[config.mk]
export PLATFORM = sky130hd
export DESIGN_NAME = m_7seg_scan
export DESIGN_NICKNAME = d
export VERILOG_FILES = /design/src/rtl/m_7seg_scan.sv
export SDC_FILE = /design/constraint.sdc
export NUM_CORES = 1
export LEC_CHECK = 0
export ABC_AREA = 0
export CAP_MARGIN = 20
export CORE_UTILIZATION = 41
export DETAILED_ROUTE_END_ITERATION = 12
export PLACE_DENSITY = 0.7
export SYNTH_ARGS = -nofsm -noshare
export SYNTH_HDL_FRONTEND = slang
export SYNTH_SLANG_ARGS = --single-unit
[constraint.sdc]
create_clock -name clk -period 5.9 [get_ports clk]
set_clock_uncertainty 0.1 [all_clocks]
set_input_delay 1.18 -clock clk [delete_from_list [all_inputs] [get_ports clk]]
set_output_delay 1.18 -clock clk [all_outputs]
set_load 0.005 [all_outputs]
[src/rtl/m_7seg_scan.sv]
// m_7seg_scan: multiplexed controller for a NUM_DIG-digit 7-segment display.
//
// Holds a BCD up-counter with run/stop control, synchronous clear and load. It
// time-shares one 8-bit segment bus across the digits by strobing one digit
// enable at a time.
//
// Ports:
//   clk        in   system clock; all state changes on the rising edge
//   rst        in   asynchronous active-high reset
//   start      in   one-clk pulse: enter RUN
//   stop       in   one-clk pulse: enter STOP (start+stop together: no change)
//   clr        in   synchronous clear of the counter (highest priority)
//   load       in   synchronous load of load_val (digits > 9 stored as 0)
//   load_val   in   BCD load value, digit 0 = bits [3:0]
//   LED        out  segment bus {a,b,c,d,e,f,g,dp}, 1 = lit, dp always 0
//   AN         out  digit enables, polarity set by AN_ACTIVE_LOW
//   count_bcd  out  current counter value (registered)
//   ovf        out  one-clk pulse when the counter wraps all-9s -> 0
//
// Optional feature (compile-time macro LEADING_ZERO_BLANK_EN):
//   defined   - leading zero digits (never digit 0) drive LED = 8'h00
//   undefined - every digit shows its code, including leading zeros

module m_7seg_scan #(
    parameter int unsigned NUM_DIG       = 4,
    parameter int unsigned REFRESH_DIV   = 50000,
    parameter int unsigned TICK_DIV      = 50000000,
    parameter bit          AN_ACTIVE_LOW = 1'b1
) (
    input  logic                   clk,
    input  logic                   rst,
    input  logic                   start,
    input  logic                   stop,
    input  logic                   clr,
    input  logic                   load,
    input  logic [4*NUM_DIG-1:0]   load_val,
    output logic [7:0]             LED,
    output logic [NUM_DIG-1:0]     AN,
    output logic [4*NUM_DIG-1:0]   count_bcd,
    output logic                   ovf
);

    localparam int unsigned CntW  = 4 * NUM_DIG;
    localparam int unsigned TickW = $clog2(TICK_DIV);
    localparam int unsigned RefW  = $clog2(REFRESH_DIV);
    localparam int unsigned IdxW  = (NUM_DIG > 1) ? $clog2(NUM_DIG) : 1;

    localparam logic [TickW-1:0]   TickLast = TickW'(TICK_DIV - 1);
    localparam logic [RefW-1:0]    RefLast  = RefW'(REFRESH_DIV - 1);
    localparam logic [IdxW-1:0]    IdxLast  = IdxW'(NUM_DIG - 1);
    // Deasserted level of every enable equals the polarity bit itself.
    localparam logic [NUM_DIG-1:0] AnOff    = {NUM_DIG{AN_ACTIVE_LOW}};

    // ------------------------------------------------------------------
    // Segment decode, {a,b,c,d,e,f,g,dp}
    // ------------------------------------------------------------------
    function automatic logic [7:0] seg_code(input logic [3:0] digit);
        logic [7:0] code;
        case (digit)
            4'd0:    code = 8'hfc;
            4'd1:    code = 8'h60;
            4'd2:    code = 8'hda;
            4'd3:    code = 8'hf2;
            4'd4:    code = 8'h66;
            4'd5:    code = 8'hb6;
            4'd6:    code = 8'hbe;
            4'd7:    code = 8'he0;
            4'd8:    code = 8'hfe;
            4'd9:    code = 8'hf6;
            default: code = 8'h00;
        endcase
        return code;
    endfunction

    // ------------------------------------------------------------------
    // Run/stop FSM
    // ------------------------------------------------------------------
    typedef enum logic [0:0] {
        StStop,
        StRun
    } state_e;

    state_e state_q, state_d;
    logic   running;

    always_ff @(posedge clk or posedge rst) begin
        if (rst) begin
            state_q <= StStop;
        end else begin
            state_q <= state_d;
        end
    end

    always_comb begin
        state_d = state_q;
        unique case (state_q)
            StStop:  if (start && !stop) state_d = StRun;
            StRun:   if (stop && !start) state_d = StStop;
            default: state_d = StStop;
        endcase
    end

    always_comb begin
        running = 1'b0;
        unique case (state_q)
            StRun:   running = 1'b1;
            default: running = 1'b0;
        endcase
    end

    // ------------------------------------------------------------------
    // Tick divider: advances only in RUN, holds in STOP so a resumed run
    // finishes the partial period.
    // ------------------------------------------------------------------
    logic [TickW-1:0] tick_q, tick_d;
    logic             tick_wrap;

    assign tick_wrap = running && (tick_q == TickLast);

    always_comb begin
        tick_d = tick_q;
        if (clr || load) begin
            tick_d = '0;
        end else if (running) begin
            tick_d = tick_wrap ? '0 : tick_q + TickW'(1);
        end
    end

    always_ff @(posedge clk or posedge rst) begin
        if (rst) begin
            tick_q <= '0;
        end else begin
            tick_q <= tick_d;
        end
    end

    // ------------------------------------------------------------------
    // BCD counter
    // ------------------------------------------------------------------
    logic [CntW-1:0] count_q, count_d;
    logic [CntW-1:0] count_inc;
    logic [CntW-1:0] load_clean;
    logic            all_nines;
    logic            inc_carry;
    logic            ovf_q, ovf_d;

    // Ripple increment; carry propagates only through digits that roll 9 -> 0.
    always_comb begin
        count_inc = count_q;
        all_nines = 1'b1;
        inc_carry = 1'b1;
        for (int i = 0; i < int'(NUM_DIG); i++) begin
            if (count_q[4*i +: 4] != 4'd9) begin
                all_nines = 1'b0;
            end
            if (inc_carry) begin
                if (count_q[4*i +: 4] == 4'd9) begin
                    count_inc[4*i +: 4] = 4'd0;
                end else begin
                    count_inc[4*i +: 4] = count_q[4*i +: 4] + 4'd1;
                    inc_carry           = 1'b0;
                end
            end
        end
    end

    // Non-decimal nibbles in the load value are stored as 0.
    always_comb begin
        load_clean = '0;
        for (int i = 0; i < int'(NUM_DIG); i++) begin
            if (load_val[4*i +: 4] <= 4'd9) begin
                load_clean[4*i +: 4] = load_val[4*i +: 4];
            end
        end
    end

    always_comb begin
        count_d = count_q;
        ovf_d   = 1'b0;
        if (clr) begin
            count_d = '0;
        end else if (load) begin
            count_d = load_clean;
        end else if (tick_wrap) begin
            count_d = count_inc;
            ovf_d   = all_nines;
        end
    end

    always_ff @(posedge clk or posedge rst) begin
        if (rst) begin
            count_q <= '0;
            ovf_q   <= 1'b0;
        end else begin
            count_q <= count_d;
            ovf_q   <= ovf_d;
        end
    end

    // ------------------------------------------------------------------
    // Digit scan: free-running in both states
    // ------------------------------------------------------------------
    logic [RefW-1:0] ref_q, ref_d;
    logic [IdxW-1:0] idx_q, idx_d;
    logic            ref_last;

    assign ref_last = (ref_q == RefLast);

    always_comb begin
        ref_d = ref_last ? '0 : ref_q + RefW'(1);
        idx_d = idx_q;
        if (ref_last) begin
            idx_d = (idx_q == IdxLast) ? '0 : idx_q + IdxW'(1);
        end
    end

    always_ff @(posedge clk or posedge rst) begin
        if (rst) begin
            ref_q <= '0;
            idx_q <= '0;
        end else begin
            ref_q <= ref_d;
            idx_q <= idx_d;
        end
    end

    // ------------------------------------------------------------------
    // Display outputs, registered one clock behind idx_q / count_q
    // ------------------------------------------------------------------
    logic [3:0]         cur_digit;
    logic [NUM_DIG-1:0] an_onehot;
    logic               blank;
    logic [7:0]         led_q, led_d;
    logic [NUM_DIG-1:0] an_q, an_d;

    always_comb begin
        cur_digit = 4'd0;
        an_onehot = '0;
        for (int i = 0; i < int'(NUM_DIG); i++) begin
            if (IdxW'(i) == idx_q) begin
                cur_digit    = count_q[4*i +: 4];
                an_onehot[i] = 1'b1;
            end
        end
    end

`ifdef LEADING_ZERO_BLANK_EN
    logic upper_zero;

    // Walk from the top digit down; a digit is blanked when it and every
    // digit above it is zero. Digit 0 is outside the loop, so never blank.
    always_comb begin
        blank      = 1'b0;
        upper_zero = 1'b1;
        for (int i = int'(NUM_DIG) - 1; i > 0; i--) begin
            upper_zero = upper_zero && (count_q[4*i +: 4] == 4'd0);
            if (IdxW'(i) == idx_q) begin
                blank = upper_zero;
            end
        end
    end
`else
    always_comb begin
        blank = 1'b0;
    end
`endif

    always_comb begin
        led_d = blank ? 8'h00 : seg_code(cur_digit);
        an_d  = an_onehot ^ AnOff;
    end

    always_ff @(posedge clk or posedge rst) begin
        if (rst) begin
            led_q <= 8'h00;
            an_q  <= AnOff;
        end else begin
            led_q <= led_d;
            an_q  <= an_d;
        end
    end

    assign LED       = led_q;
    assign AN        = an_q;
    assign count_bcd = count_q;
    assign ovf       = ovf_q;

endmodule

## Yosys cells after proc, flatten, opt, wreduce, memory -nomap -nowiden

Memory sizes are Yosys's and may differ from the RTL's. A register that Yosys moved wholly into a read port is not among the register bits.
Cells that the tools add are included.

- Memories kept: 1
- Register bits: 74
- Memory bits (read-only): 112
- Word-level logic and storage cells: 97
- Input bits: 22
- Output and inout bits: 29

Memory list:

| memory | words | bits a word | read ports | clocked after memory_dff | wr ports | line | RTL |
|---|---|---|---|---|---|---|---|
| (no name shown) | 16 | 7 | 1 | 1 | 0 | 59 | `case (digit)` |

- Muxes and demuxes: 43
- Eq/ne operators: 14
- $add $sub $neg: 7
- Bitwise gates (word level): 2
- Reductions and logical operators: 15
- $lt $le $gt $ge: 4

Operator list:

| operator | number |
|---|---|
| $mux W26 | 3 |
| $mux W16 | 4 |
| $mux W4 | 15 |
| $add A26 B1 Y26 const B | 1 |
| $eq A26 B26 Y1 const B | 1 |
| $mux W1 | 19 |
| $add A16 B1 Y16 const B | 1 |
| $add A4 B1 Y4 const B | 4 |
| $eq A16 B16 Y1 const B | 1 |
| $eq A4 B4 Y1 const B | 4 |
| $le A4 B4 Y1 const B | 4 |
| $ne A4 B4 Y1 const B | 4 |
| $reduce_bool A3 Y1 | 4 |
| $reduce_and A2 Y1 | 3 |
| $eq A2 B2 Y1 const A | 2 |
| $not A4 Y4 | 1 |
| $logic_and A1 B1 Y1 | 3 |
| $add A2 B1 Y2 const B | 1 |
| $eq A1 B2 Y1 const A | 1 |
| $eq A2 B2 Y1 const B | 1 |
| $logic_not A1 Y1 | 2 |
| $logic_not A2 Y1 | 1 |
| $mux W2 | 1 |
| $pmux W1 S2 | 1 |
| 3 further kinds | 3 |

## Depth between registers and ports, before layout

Gate-level depths: netlist of the first run.

- Depth after elaboration: 8
- Mapped depth: 10
- Mapped depth without buffers: 9

## Least setup slack after synthesis of the first run

No wires, ideal clock.

- Path type: input to register
- Start: input port clr
- End: register tick_q[22]
- Setup slack: 3.560 ns
- Data arrival time: 2.118 ns
- Data required time: 5.678 ns
- Library setup time: 0.122 ns
- Path buffers: 0
- Cell stages on the path: 5
- Path through: nor3_1 -> nor3_1 -> nand4_1 -> xor2_1 -> nor2_1

- Longest elaborated chain between the ends: 2
- Elaborated cells between the ends (all ways): 3
- Those cells by class: mux: 1; reduce/logical: 2

RTL lines:

| element | line | RTL |
|---|---|---|
| start: declaration | 34 | `input logic clr,` |
| $logic_or A1 B1 Y1 (*) | 122 | `if (clr \|\| load) begin` |
| $mux W26 or $reduce_bool A2 Y1 (tied branches) | n/a |  |
| end signal: assignment | 133 | `tick_q <= tick_d;` |
| end: declaration | 115 | `logic [TickW-1:0] tick_q, tick_d;` |

Every way passes the cells marked *; elsewhere a longest branch is shown, timed or not.
A chain may end at the register's enable or synchronous reset.

## Final worst setup path of the first run

- Start: input port clr
- End: register count_q[1], in the netlist count_bcd[1]

- Longest elaborated chain between the ends: 1
- Elaborated cells between the ends (all ways): 2
- Those cells by class: mux: 1; reduce/logical: 1

RTL lines:

| element | line | RTL |
|---|---|---|
| $reduce_bool A3 Y1 (no source line) or $mux W16 (tied branches) | n/a |  |
| end signal: assignment | 195 | `count_q <= count_d;` |
| end: declaration | 140 | `logic [CntW-1:0] count_q, count_d;` |

Parallel ways exist; a longest one is shown, timed or not.

==> results.yml, run 1 <==
timing:
  slew_headroom_pct: 37.63
  rsz0062_at_grt: "no"
  fmax_mhz: 305.2
  hold_viol_final: 0
  tns_ps: 0
  tightest_slew_ps: 928.5
  fin_crit_sh_pct: 55.54
  fin_crit_ps: 3277
  setup_viol: 0
  slew_violations: 0
critical_path:
  cp.required_ps: 6040
  max_stage_delay_ps: 700
  crit_arrival_ps: 3420
  worstPathMaxFanout: 24
  cpMaxStageDelayCell: "clkdlybuf4s50_1"
  worstPathCellList: "clkdlybuf4s50_1, nor2_1, nand2_1, mux2_2"
  start_kind: "input port"
  critPathKind: "input port to register"
  endpoint_kind: "register"
floorplan:
  rows: 36
  io-pin-count: 51
  core_um2: 9864
  die_area_um2: 10640
  chipHeight_um: 103.2
  start_util_pct: 42.54
  die_w_um: 103.2
synth:
  yosys.area_share.adder_pct: 6.202
  synthCells: 450
  synth_top_family_by_area: "simple AND/OR/NAND/NOR gates"
  ys.flop_type: "dfrtp_1"
  synth_compound_area_share_pct: 9.004
  syn-num-nets: 492
  synth_mux_area_share_pct: 2.534
  synth-simple-area-share_pct: 26.95
  synth-edff-count: 0
  yosysUniqueCellTypes: 54
  yosysWarningCount: 0
  ys_seq_elements: 73
  synthArstFlopShare_pct: 100.0
  syn_area_um2: 4197
  ys_seq_area_share_pct: 43.65
  avgSynthCellArea_um2: 9.326
  synth-xor-area-share_pct: 8.557
global_route:
  overflow: 0
  grt_pass1_vias: 3273
  grt_max_degree: 44
  antenna_found_initial: 0
  grtUsageTotal_pct: 19.27
  grt_pass1_wl_um: 15610
worst_hold_path:
  hold_class: "register to register"
power_and_ir_drop:
  p_leak_nw: 2.087
  ir_drop_uv: 92.03
  seqPwrFrac_pct: 53.2
  power.switching_uw: 250.1
  p_clk_share_pct: 35.7
  p_per_area_nw_per_um2: 199.5
  intPower_uw: 742.9
  pwr-share-comb_pct: 11.1
  switching_share_pct: 25.18
detailed_routing:
  avgViaCountPerCell: 5.491
  wirelength_um: 9602
  firstDrtPassIters: 5
  wire_per_inst_um: 15.12
  drc: 0
  vias: 3487
  ant_nets: 0
  drtIter0Drc: 236
job:
  drv_cap: 0
finish:
  fin_cells: 635
  mostFrequentLayoutCell: "dfrtp_1"
  final_cell_mix: "69 x dfrtp_1, 59 x nor2_1, 49 x clkdlybuf4s50_1, 32 x nand3_1, 30 x nand2_1"
  drive_above_1_share_pct: 6.773
  area_growth_pct: 18.57
  antenna_cells: 0
  nNetsFinal: 539
clocking:
  cts_root_buffer: "clkbuf_8"
  clk_pin_slew_ps: 70
  cts_resized: 0
  cts-buffers-inserted: 9
  cts_tree: "built"
  holdBufCountCts: 0
  htree_num_levels: 3
  postCtsSetupRepairBufs: 0
  clock_latency_ps: 350
  cts_buffer_depth: 2
  cts.sink_count: 73
status:
  outcome: "complete, no violations"
place:
  port_buffers: 49
  dpl.hpwl_um: 6959
  dp.cells: 619
  globalplace.congestion: 0.8428
==> routing by layer <==
layer,GRT usage (%),vias up,wire [um]
li1,-,1675,-
met1,25.97,1691,4633
met2,30.56,109,4362
met3,3.629,12,478
met4,8.017,0,128
met5,0,-,0
==> sequential cells by signal, summed over array words and instances, names as in the netlist <==
register / flops
tick_q: 26
count_bcd: 16
ref_q: 16
LED: 7
AN: 4
idx_q: 2
ovf: 1
state_q: 1
==> final cells by class <==
type                    instances  area [um2]
multi-input cells             345        2238
flip-flops and latches         73        1832
inverters                      18       67.56
repair buffers                 50       498.0
clock inverters                 3       15.01
clock buffers                  13       158.9
well taps                     133       166.4
fillers                       888        4888
==> final timing paths <==
path,cells after the start,to,startpoint,slack [ps]
max in group asynchronous,3,AN[1]$_DFF_PP1_,rst,3490
min in group asynchronous,2,tick_q[23]$_DFFE_PP0P_,rst,1240
setup reg to reg,5,count_bcd[1]$_DFFE_PP0P_,state_q$_DFF_PP0_,2980
hold / removal,1,ref_q[0]$_DFF_PP0_,ref_q[0]$_DFF_PP0_,400
setup / recovery,4,count_bcd[1]$_DFFE_PP0P_,clr,2620
hold reg to reg,1,ref_q[0]$_DFF_PP0_,ref_q[0]$_DFF_PP0_,400
==> power groups by stage <==
stage          Clock (mW)  Combinational, mW  Sequential (mW)
2_1_floorplan           0             0.0574            0.533
3_3_place_gp            0              0.109            0.538
3_5_place_dp            0              0.111            0.538
4_1_cts             0.363              0.111            0.528
5_1_grt             0.381              0.124            0.530
6_report            0.355              0.110            0.528
==> stage by stage <==
step / cell area (um2) / total power [mW] / hold slack, ps / util (%) / setup slack, ps
6_report: 4976 / 0.9929 / 395.6 / 50.44 / 2623
5_1_grt: 4976 / 1.036 / 415.3 / 50.44 / 2417
4_1_cts: 4976 / 1.003 / 399.7 / 50.44 / 2635
3_5_place_dp: 4802 / 0.6486 / 386.4 / 48.68 / 2242
3_3_place_gp: 4802 / 0.6471 / 372.6 / 48.68 / 2341
2_1_floorplan: 4197 / 0.5908 / 354.7 / - / 2773
==> synth_stat cells (4+ instances only) <==
cell,instances,area (um2)
clkbuf_1,11,41.29
nand2_1,30,112.6
xnor2_1,19,166.4
nand2b_1,8,50.05
a311oi_1,4,35.03
nor3_1,14,70.07
mux2_2,5,56.30
dfrtp_1,69,1727
nor2_1,59,221.5
a21oi_1,14,70.07
mux2i_1,5,50.05
nand3b_1,6,45.04
nand4_1,16,100.1
nand3_1,32,160.2
o21ai_0,17,85.08
nor4_1,6,37.54
xor2_1,22,192.7
dfstp_2,4,105.1
inv_1,18,67.56
o22ai_1,6,37.54
and3_1,12,75.07
ha_1,20,250.2
or3_1,4,25.02
==> worst max-delay path: cells and delay by family <==
kind / cells / cell delay [ps]
buffers and inverters: 1 / 700
muxes: 1 / 460
and+or+nand+nor: 2 / 1070
==> cells by family after synthesis <==
group | after synthesis
and+or+nand+nor | 213
DFF | 73
AOI/OAI and AO/OA | 59
xor gates and xnor gates | 41
buffers and inverters | 32
adders and majority gates | 21
muxes | 10
other | 1
Note: power is estimated with default switching activity, not from simulation.
==> run 2: changes to the inputs <==
- PLACE_DENSITY: 0.7 -> 0.72
- clock period: 5.9 -> 2.8 ns (I/O delays scaled with it)
==> results.yml, run 2 (synthesized netlist as in run 1, its figures left out) <==
critical_path:
  cp.required_ps: 2950
  endpoint_kind: "register"
  worstPathMaxFanout: 9
  cpMaxStageDelayCell: "nor3_1"
  critPathKind: "register to register"
  crit_arrival_ps: 2640
  crit_path_frequent_cell: "nand4_1"
  worstPathCellList: "ha_1, nand4_1, nor3_1, nand4_1, xor2_1, nor2_1"
  path_buf_inv: 0
  cp_top_family: "simple AND/OR/NAND/NOR gates"
  start_kind: "register"
  max_stage_delay_ps: 890
global_route:
  grtUsageTotal_pct: 20.27
  antenna_found_initial: 0
  grt_max_degree: 56
  grt_pass1_wl_um: 16310
  overflow: 0
  grt_pass1_vias: 3504
finish:
  fin_cells: 648
  stdcell_area_um2: 5155
  fill_cells: 884
  nNetsFinal: 552
  drive_above_1_share_pct: 9.515
  multi_input_comb_area_um2: 2238
  ff_latch_area_um2: 1832
  largest_reg_flops: 26
  antenna_cells: 0
  area_growth_pct: 22.84
  top_register: "tick_q"
  final_cell_mix: "69 x dfrtp_1, 59 x nor2_1, 49 x clkdlybuf4s50_1, 32 x nand3_1, 30 x nand2_1"
  mostFrequentLayoutCell: "dfrtp_1"
detailed_routing:
  vias: 3529
  firstDrtPassIters: 4
  avgViaCountPerCell: 5.446
  wirelength_um: 9818
  wire_per_inst_um: 15.15
  drtIter0Drc: 168
  drc: 0
  ant_nets: 0
status:
  outcome: "complete, no violations"
power_and_ir_drop:
  p_per_area_nw_per_um2: 461.8
  intPower_mw: 1.824
  switching_share_pct: 23.37
  seqPwrFrac_pct: 46.6
  p_clk_share_pct: 42.7
  p_leak_nw: 2.187
  power.switching_uw: 556.5
  pwr-share-comb_pct: 10.7
  ir_drop_uv: 274.0
floorplan:
  core_um2: 9864
  die_w_um: 103.2
  start_util_pct: 42.54
  io-pin-count: 51
  die_area_um2: 10640
  rows: 36
  chipHeight_um: 103.2
clocking:
  cts_tree: "built"
  cts-buffers-inserted: 9
  htree_num_levels: 3
  cts_buffer_depth: 2
  clk_pin_slew_ps: 80
  postCtsSetupRepairBufs: 0
  cts_root_buffer: "clkbuf_8"
  holdBufCountCts: 0
  cts.sink_count: 73
  cts_resized: 0
  clock_latency_ps: 360
timing:
  setup_viol: 0
  hold_viol_final: 0
  finalWorstSetupSlack_ps: 309.3
  slew_headroom_pct: 30.88
  rsz0062_at_grt: "no"
  fin_crit_sh_pct: 88.95
  slew_violations: 0
  fin_crit_ps: 2491
  tns_ps: 0
  fmax_mhz: 401.5
  holdWs_ps: 390.2
  tightest_slew_ps: 1029
worst_hold_path:
  hold_class: "register to register"
place:
  dp_slack_ps: 158.9
  dpl.hpwl_um: 7201
  dpl_cell_area_um2: 4912
  dp.cells: 632
  port_buffers: 49
  globalplace.congestion: 0.8459
job:
  drv_cap: 0
## run 2: final timing paths
path	startpoint	end	slack [ps]	cells past startpoint
max reg2reg	tick_q[0]$_DFFE_PP0P_	tick_q[24]$_DFFE_PP0P_	310	6
max	tick_q[0]$_DFFE_PP0P_	tick_q[24]$_DFFE_PP0P_	310	6
max in group asynchronous	rst	AN[2]$_DFF_PP1_	1830	3
min	ref_q[0]$_DFF_PP0_	ref_q[0]$_DFF_PP0_	390	1
min reg2reg	ref_q[0]$_DFF_PP0_	ref_q[0]$_DFF_PP0_	390	1
min in group asynchronous	rst	tick_q[1]$_DFFE_PP0P_	470	3
## run 2: power by group through the flow
stage	combinational, mW	sequential, mW	clock, mW
2_1_floorplan	0.121	1.12	0
3_3_place_gp	0.250	1.13	0
3_5_place_dp	0.256	1.13	0
4_1_cts	0.257	1.11	1.03
5_1_grt	0.283	1.11	1.08
6_report	0.254	1.11	1.02
## run 2: metal layers
metal,global-route usage (%),vias up,share of wire [%]
met1,26.38,1704,46
met3,4.032,17,4.6
li1,-,1709,-
met2,32.41,99,48
met4,9.967,0,2.2
met5,0,-,0
## run 2: per-stage QoR
step | power [mW] | utilization (%)
6_report | 2.381 | 52.26
5_1_grt | 2.474 | 52.26
4_1_cts | 2.401 | 52.26
3_5_place_dp | 1.387 | 49.80
3_3_place_gp | 1.379 | 49.80
2_1_floorplan | 1.245 | -
## run 2: area by class of cell
| cell class | count | share of cell area [%] |
|---|---|---|
| multi-input cells | 345 | 43.42 |
| inverters | 18 | 1.311 |
| flip-flops and latches | 73 | 35.53 |
| clock buffers | 10 | 2.670 |
| well taps | 133 | 3.228 |
| repair buffers | 63 | 11.80 |
| clock inverters | 6 | 2.039 |
==> run 3: changes to the inputs <==
- CTS_CLUSTER_SIZE: unset -> 40
- PLACE_DENSITY: 0.72 -> 0.7
- clock period: 2.8 -> 3.15 ns (I/O delays scaled with it)
==> results.yml, run 3 (synthesized netlist as in run 1, its figures left out) <==
global_route:
  antenna_found_initial: 0
  grt_pass1_vias: 3267
  grtUsageTotal_pct: 19.21
  overflow: 0
  grt_max_degree: 41
  grt_pass1_wl_um: 15680
timing:
  setup_viol: 0
  tns_ps: 0
  fin_crit_ps: 2580
  finalWorstSetupSlack_ps: 570.3
  holdWs_ps: 400.2
  hold_viol_final: 0
  tightest_slew_ps: 612.6
  rsz0062_at_grt: "no"
  slew_violations: 0
  fmax_mhz: 387.6
  fin_crit_sh_pct: 81.90
  slew_headroom_pct: 59.16
detailed_routing:
  drc: 0
  vias: 3512
  ant_nets: 0
  avgViaCountPerCell: 5.453
  wire_per_inst_um: 15.17
  wirelength_um: 9770
  firstDrtPassIters: 5
  drtIter0Drc: 206
place:
  dp.cells: 628
  dpl.hpwl_um: 7117
  dp_slack_ps: 575.4
  globalplace.congestion: 0.8830
  port_buffers: 49
finish:
  final_cell_mix: "69 x dfrtp_1, 59 x nor2_1, 49 x clkdlybuf4s50_1, 32 x nand3_1, 30 x nand2_1"
  antenna_cells: 0
  largest_reg_flops: 26
  drive_above_1_share_pct: 8.806
  mostFrequentLayoutCell: "dfrtp_1"
  fin_cells: 644
  top_register: "tick_q"
  nNetsFinal: 548
  fin_util_pct: 51.71
  area_growth_pct: 21.56
clocking:
  clock_latency_ps: 340
  cts_tree: "built"
  htree_num_levels: 3
  cts.sink_count: 73
  holdBufCountCts: 0
  cts_buffer_depth: 2
  cts-buffers-inserted: 9
  cts_root_buffer: "clkbuf_8"
  clk_pin_slew_ps: 80
  cts_resized: 0
  postCtsSetupRepairBufs: 0
power_and_ir_drop:
  p_per_area_nw_per_um2: 395.5
  ir_drop_uv: 222.5
  p_leak_nw: 2.152
status:
  outcome: "complete, no violations"
critical_path:
  r2r_start: "tick_q[0]$_DFFE_PP0P_"
  cp.required_ps: 3330
  worstPathMaxFanout: 6
  start_kind: "register"
  crit_path_start: "tick_q[0]$_DFFE_PP0P_"
  crit_arrival_ps: 2760
  endpoint_kind: "register"
  critPathKind: "register to register"
floorplan:
  io-pin-count: 51
  start_util_pct: 42.54
  die_w_um: 103.2
  chipHeight_um: 103.2
  rows: 36
  core_um2: 9864
  die_area_um2: 10640
job:
  drv_cap: 0
worst_hold_path:
  hold_class: "input port to asynchronous set/reset pin"
## run 3: cell types whose count changed in the layout (fill, tap and decap cells not counted), sizes merged
cell      delta
bufinv       -1
clkinv       +1
clkbuf       -1
buf          -4
clkinvlp     +1
## run 3: path summary, 6_finish.rpt
path / end / slack (ps) / cells past startpoint
setup / recovery: count_bcd[12]$_DFFE_PP0P_ / 570 / 7
hold reg to reg: ref_q[12]$_DFF_PP0_ / 400 / 1
setup reg to reg: count_bcd[12]$_DFFE_PP0P_ / 570 / 7
hold / removal: tick_q[2]$_DFFE_PP0P_ / 400 / 2
min in group clk: ref_q[12]$_DFF_PP0_ / 400 / 1
max in group asynchronous: AN[3]$_DFF_PP1_ / 1920 / 3
## run 3: worst max-delay path, cell delays in order, from the launching register on
cell and delay [ps]:
dfrtp_1 420, ha_1 240, nand4_1 260, nor4_1 450
buf_4 200, nand4_1 220, or4_1 540, nand3_1 90
## run 3: cell type report
cell class,instances,area [um2]
Clock buffer,9,123.9
Sequential cell,73,1832
Multi-Input combinational cell,345,2238
Inverter,18,67.56
Fill cell,881,4763
Tap cell,133,166.4
Clock inverter,7,95.09
Timing Repair Buffer,59,578.1
## run 3: power breakdown
group	total [mW]	internal, mW	switching [mW]
registers	0.986	0.960	0.0263
clock network	0.809	0.446	0.363
logic	0.222	0.114	0.108
## run 3: routing by layer
| layer | up-vias | routed length (um) | track usage, % | part of all wire (%) |
|---|---|---|---|---|
| li1 | 1696 | - | - | - |
| met1 | 1709 | 4846 | 27.24 | 50 |
| met2 | 93 | 4417 | 30.10 | 45 |
| met3 | 14 | 349 | 2.755 | 3.6 |
| met4 | 0 | 156 | 6.826 | 1.6 |
| met5 | - | 0 | 0 | 0 |
## run 3: per-stage QoR
stage / power (mW) / cell area [um2]
after global routing: 2.102 / 5101
after global placement: 1.222 / 4882
after detailed placement: 1.226 / 4882
after CTS: 2.036 / 5101
after floorplan: 1.107 / 4197
final: 2.017 / 5101
